**config.mk**
```make
export PLATFORM = sky130hd
export DESIGN_NAME = key_interrupt_receiver_flat
export DESIGN_NICKNAME = d
export VERILOG_FILES = /design/src/rtl/key_interrupt_receiver_if.sv /design/src/rtl/key_interrupt_receiver.sv /design/src/flat_wrapper.sv
export SDC_FILE = /design/constraint.sdc
export NUM_CORES = 1
export LEC_CHECK = 0
export CAP_MARGIN = 20
export CORE_UTILIZATION = 40
export DETAILED_ROUTE_END_ITERATION = 8
export HOLD_SLACK_MARGIN = 0.12
export MAX_ROUTING_LAYER = met4
export PLACE_DENSITY = 0.75
export SLEW_MARGIN = 20
export SYNTH_ARGS = -nofsm -noshare
export SYNTH_HDL_FRONTEND = slang
export SYNTH_SLANG_ARGS = --single-unit
```
**constraint.sdc**
```tcl
create_clock -name clock -period 4.7 [get_ports clock]
set_input_delay 0.47 -clock clock [delete_from_list [all_inputs] [get_ports clock]]
set_output_delay 0.47 -clock clock [all_outputs]
set_load 0.05 [all_outputs]
```
**src/rtl/key_interrupt_receiver_if.sv**
```systemverilog
// Signal bundle between the key-event source / CPU side and key_interrupt_receiver.
// master drives key events, frame ticks and CPU handshakes; slave is the receiver.
interface key_interrupt_receiver_if #(
    parameter int unsigned CNT_W = 4
);
    logic             key_interrupt;
    logic             frame_tick;
    logic             irq_ack;
    logic             clear_overflow;
    logic             irq;
    logic [CNT_W-1:0] pending;
    logic             overflow;
    logic             frame_jump;
    logic [15:0]      delivered_count;

    modport master (
        output key_interrupt, frame_tick, irq_ack, clear_overflow,
        input  irq, pending, overflow, frame_jump, delivered_count
    );

    modport slave (
        input  key_interrupt, frame_tick, irq_ack, clear_overflow,
        output irq, pending, overflow, frame_jump, delivered_count
    );
endinterface

```
**src/rtl/key_interrupt_receiver.sv**
```systemverilog
// Edge-detects key_interrupt into a saturating pending queue and delivers events
// to the CPU as a level irq with ack, rate-limited per frame; tracks per-frame activity.
module key_interrupt_receiver #(
    parameter int unsigned CNT_W         = 4,
    parameter int unsigned MAX_PER_FRAME = 1
) (
    input logic                    clock,
    input logic                    reset,
    key_interrupt_receiver_if.slave bus
);
    localparam int unsigned      BUD_W    = $clog2(MAX_PER_FRAME + 1);
    localparam logic [BUD_W-1:0] BUD_MAX  = BUD_W'(MAX_PER_FRAME);
    localparam logic [CNT_W-1:0] PEND_MAX = '1;

    typedef enum logic [1:0] {
        IDLE    = 2'd0,
        ASSERT  = 2'd1,
        RECOVER = 2'd2
    } state_t;

    state_t           state_q, state_d;
    logic             key_q;
    logic [CNT_W-1:0] pending_q, pending_d;
    logic             overflow_q, overflow_d;
    logic             seen_q, seen_d;
    logic             frame_jump_q, frame_jump_d;
    logic [BUD_W-1:0] budget_q, budget_d;
    logic [15:0]      delivered_q, delivered_d;
    logic             evt;
    logic             deliver;
    logic             ovf_set;

    always_comb begin
        evt          = bus.key_interrupt & ~key_q;
        deliver      = (state_q == ASSERT) & bus.irq_ack;
        ovf_set      = 1'b0;
        pending_d    = pending_q;
        state_d      = state_q;
        budget_d     = budget_q;
        delivered_d  = delivered_q;
        seen_d       = seen_q;
        frame_jump_d = frame_jump_q;

        if (evt && !deliver) begin
            if (pending_q == PEND_MAX) ovf_set = 1'b1;
            else                       pending_d = pending_q + CNT_W'(1);
        end else if (deliver && !evt) begin
            pending_d = pending_q - CNT_W'(1);
        end
        // A lost event in the same cycle as a clear keeps the flag set.
        overflow_d = ovf_set | (overflow_q & ~bus.clear_overflow);

        case (state_q)
            IDLE:    if (pending_q != '0 && budget_q != '0) state_d = ASSERT;
            ASSERT:  if (bus.irq_ack) state_d = RECOVER;
            RECOVER: state_d = IDLE;
            default: state_d = IDLE;
        endcase

        if (deliver) begin
            budget_d    = budget_q - BUD_W'(1);
            delivered_d = delivered_q + 16'd1;
        end
        if (bus.frame_tick) budget_d = BUD_MAX;

        // An event on the tick cycle belongs to the frame being closed.
        if (bus.frame_tick) begin
            frame_jump_d = seen_q | evt;
            seen_d       = 1'b0;
        end else if (evt) begin
            seen_d = 1'b1;
        end
    end

    always_ff @(posedge clock or posedge reset) begin
        if (reset) begin
            state_q      <= IDLE;
            key_q        <= 1'b0;
            pending_q    <= '0;
            overflow_q   <= 1'b0;
            seen_q       <= 1'b0;
            frame_jump_q <= 1'b0;
            budget_q     <= BUD_MAX;
            delivered_q  <= '0;
        end else begin
            state_q      <= state_d;
            key_q        <= bus.key_interrupt;
            pending_q    <= pending_d;
            overflow_q   <= overflow_d;
            seen_q       <= seen_d;
            frame_jump_q <= frame_jump_d;
            budget_q     <= budget_d;
            delivered_q  <= delivered_d;
        end
    end

    assign bus.irq             = (state_q == ASSERT);
    assign bus.pending         = pending_q;
    assign bus.overflow        = overflow_q;
    assign bus.frame_jump      = frame_jump_q;
    assign bus.delivered_count = delivered_q;
endmodule

```
**src/flat_wrapper.sv**
```systemverilog
// flat-port wrapper written by rule: the top's interface ports become plain ports
module key_interrupt_receiver_flat 
#(
    parameter int unsigned CNT_W         = 4,
    parameter int unsigned MAX_PER_FRAME = 1
)
  (clock, reset, bus_key_interrupt, bus_frame_tick, bus_irq_ack, bus_clear_overflow, bus_irq, bus_pending, bus_overflow, bus_frame_jump, bus_delivered_count);
  key_interrupt_receiver_if #(.CNT_W(CNT_W)) bus_i ();
  input logic clock;
  input logic reset;
  input wire logic [$bits(bus_i.key_interrupt)-1:0] bus_key_interrupt;
  input wire logic [$bits(bus_i.frame_tick)-1:0] bus_frame_tick;
  input wire logic [$bits(bus_i.irq_ack)-1:0] bus_irq_ack;
  input wire logic [$bits(bus_i.clear_overflow)-1:0] bus_clear_overflow;
  output wire logic [$bits(bus_i.irq)-1:0] bus_irq;
  output wire logic [$bits(bus_i.pending)-1:0] bus_pending;
  output wire logic [$bits(bus_i.overflow)-1:0] bus_overflow;
  output wire logic [$bits(bus_i.frame_jump)-1:0] bus_frame_jump;
  output wire logic [$bits(bus_i.delivered_count)-1:0] bus_delivered_count;
  assign bus_i.key_interrupt = bus_key_interrupt;
  assign bus_i.frame_tick = bus_frame_tick;
  assign bus_i.irq_ack = bus_irq_ack;
  assign bus_i.clear_overflow = bus_clear_overflow;
  assign bus_irq = bus_i.irq;
  assign bus_pending = bus_i.pending;
  assign bus_overflow = bus_i.overflow;
  assign bus_frame_jump = bus_i.frame_jump;
  assign bus_delivered_count = bus_i.delivered_count;
  key_interrupt_receiver #(.CNT_W(CNT_W), .MAX_PER_FRAME(MAX_PER_FRAME)) u_core (.clock(clock), .reset(reset), .bus(bus_i));
endmodule
```
==> reports/qor.txt <==
WP buf/inv: 1
Core Area: 0.00283 mm²
#FFs+latches synth: 27
Worst VDD drop: 0.329 mV
Drt drc: 2
Post-Syn Nets: 112
Clk buf depth: 2
CP Max Fanout: 3
Final net count: 146
Post-Syn Instances: 102
Synth Flop Type: dfrtp_1
EDFF count, synth: 0
R2R Path End: u_core.bus.pending[3]$_DFFE_PP0P_
CTS clk-pin slew, worst paths: 0.14 ns
Outcome: complete, but fails checks
R2R setup slack: 2.82 ns
Remaining Overflow, GRT: 0
Sequential fraction of the synthesis area: 55.0%
WL final: 2210 µm
Root Driver: clkbuf_4
Flop pwr share: 41.1%
Worst rel slew slack: 64.7%
Slowest-stage cell, CP: clkdlybuf4s50_1
Largest net degree at the start of global routing: 28
Final hold vios: 0
Layout cells sized above 1: 10.4%
Power share of the clock group: 11.3%
CTS buffer count: 3
TritonCTS clock tree: yes
Worst-skew pair later-pin latency: 0.32 ns
H-tree Lvls: 1
Yosys top cell area share: 52.8%
YS warnings: 0
Max cap viols: 0
CP Launch Type: flop
Setup_tns: 0 ns
Critical path class: flop to output port
DIE HEIGHT: 57.5 µm
Tot GR Track Use: 15.6%
Crit path depth: 2
RSZ-0062 raised after global routing: no
Overall die area: 0.00330 mm²
Pint: 482 µW
Fillcell total: 241
Worst slew pin tran: 0.527 ns
Placed cell count: 161
Period utilization: 46.1%
IO Count: 29
FMAX: 462 MHz
Gpl congestion: 0.797
Net switching power: 390 µW
R2R cell count: 7
Die W: 57.5 µm
Clock Skew: 0.00407 ns
Via/cell ratio: 4.99
Mean Syn Cell Area: 12.1 µm²
Initial antenna violation count: 0
Max incr delay on CP: 0.80 ns
DP Wirelength: 1660 µm
Area of the mapped netlist: 0.00123 mm²
CP delay by family, top: buffers and inverters
Initial core utilization: 43.5%
Reg2reg start: u_core.key_q$_DFF_PP0_
Synthesis-to-layout area growth: 29.3%
Cell Rows: 19
Min cycle time layout: 2.16 ns
Post-synth ARST share: 100%
Logic pwr share: 47.6%
Via count: 828
Most instantiated cells after synthesis: dfrtp_1, xnor2_1, nand2_1
Final setup violation count: 0
CP Capture Point: bus_irq
Worst Setup End Kind: output port
Switching Fraction: 44.8%
Worst setup path startpoint: u_core.state_q[0]$_DFFE_PP0P_
Initial DRC count: 22
Post-DR wirelength/cell: 13.3 µm
Failing checks: DRC
# Post-CTS Setup Buffers: 0
First-pass GRT wire length: 3700 µm
Vias in the first global route: 797
Power per cell area: 548 mW/mm²
Post-Layout Cell Count: 166
Ant diodes: 0
Worst Path Required: 4.23 ns
Post-layout util: 56.3%
Count of cell types in the netlist: 27
Post-CTS Resized: 0
Most numerous cell in the Yosys netlist: dfrtp_1
Port Buf Inserts: 28
Routed Antenna Nets: 0
Leakage: 0.000707 µW
Area contributors post-synth: dfrtp_1, xnor2_1, xor2_1, nand2_1, ha_1
Max Slew Vio Count: 0
CTS Hold Bufs: 0
Clock sinks: 27
Crit path cell chain: nor2b_1 -> clkdlybuf4s50_1
Crit path DAT: 1.69 ns
Top cell type by total area after synthesis: dfrtp_1
Pre-antenna DRT Iters: 6
Hold WC Path Type: input pin to asynchronous set/reset pin
[through the flow]
stage               instance area [µm²]  hold WS, ns  power, µW  setup slack, ns
floorplan                          1230        0.422        648             2.85
global placement                   1550        0.446        771             2.31
detailed placement                 1550        0.461        782             2.21
CTS                                1580        0.478        881             2.51
global route                       1590        0.434        926             2.44
finish                             1590        0.413        872             2.54
[layer usage]
layer	wire length [µm]	global-route usage, %
met3	57	1.59
met5	0	-
met2	1080	23.9
met1	1030	20.3
met4	44	8.36
[worst reg2reg max path: cells and delay by family (launching register included)]
family	cells	cell delay, ns
AOI/OAI and AO/OA	2	0.35
xor gates and xnor gates	1	0.15
adders and majority gates	1	0.30
DFF	1	0.40
muxes	1	0.23
and+or+nand+nor	2	0.38
[logic make-up after synthesis]
family	after synthesis	synth area share (%)
buf+inv	4	1.42
xor+xnor	19	13.5
simple gates	39	19.2
fa+ha+maj	4	4.68
mux	4	3.56
compound gates	5	2.64
flops	27	55.0
[sequential cells by signal (all words and copies together) (netlist names)]
register	flops
u_core.bus.frame_jump	1
u_core.state_q	2
u_core.bus.pending	4
u_core.key_q	1
u_core.bus.delivered_count	16
u_core.bus.overflow	1
u_core.budget_q	1
u_core.seen_q	1
[cell type report]
type | count | area (µm²) | share of cell area [%]
Clock buffer | 4 | 26.3 | 1.65
Timing Repair Buffer | 29 | 295 | 18.6
Inverter | 4 | 17.5 | 1.10
Sequential cell | 27 | 677 | 42.5
Tap cell | 31 | 38.8 | 2.44
Multi-Input combinational cell | 71 | 537 | 33.7
[cell usage in the layout, fill, tap and decap left out]
cell type        count
nand4_1              5
and2_1               1
and4_4               1
clkinv_1             1
nand2_1             11
xor2_1               5
fa_1                 1
nand4_2              1
nor3_4               1
ha_1                 3
xnor2_1             14
dfstp_2              1
nor2_1               6
nand2b_1             2
nand3_1              6
mux2_2               3
and4_1               1
a21oi_1              2
buf_8                1
nand3b_4             1
nor2_4               1
inv_1                2
clkbuf_4             3
clkdlybuf4s50_1     28
o22ai_1              1
o41ai_1              1
inv_4                1
mux2i_1              1
clkbuf_1             1
nor2b_1              2
dfrtp_1             26
a21o_1               1
[how the worst min path moves through the flow]
| stage | end | slack [ns] | cells after the start |
|---|---|---|---|
| floorplan | u_core.state_q[0]$_DFFE_PP0P_ | 0.42 | 1 |
| global placement | u_core.state_q[0]$_DFFE_PP0P_ | 0.45 | 1 |
| global route | u_core.bus.delivered_count[6]$_DFFE_PP0P_ | 0.43 | 2 |
| CTS | u_core.state_q[0]$_DFFE_PP0P_ | 0.48 | 1 |
| finish | u_core.bus.delivered_count[6]$_DFFE_PP0P_ | 0.41 | 2 |
| detailed placement | u_core.state_q[0]$_DFFE_PP0P_ | 0.46 | 1 |
[power by group through the flow]
stage / Combinational, µW / Clock (µW) / Sequential (µW)
floorplan: 158 / 0 / 490
global placement: 410 / 0 / 361
detailed placement: 417 / 0 / 365
CTS: 419 / 103 / 360
global route: 445 / 111 / 370
finish: 415 / 98.6 / 358
(Power assumes the default switching activity.)
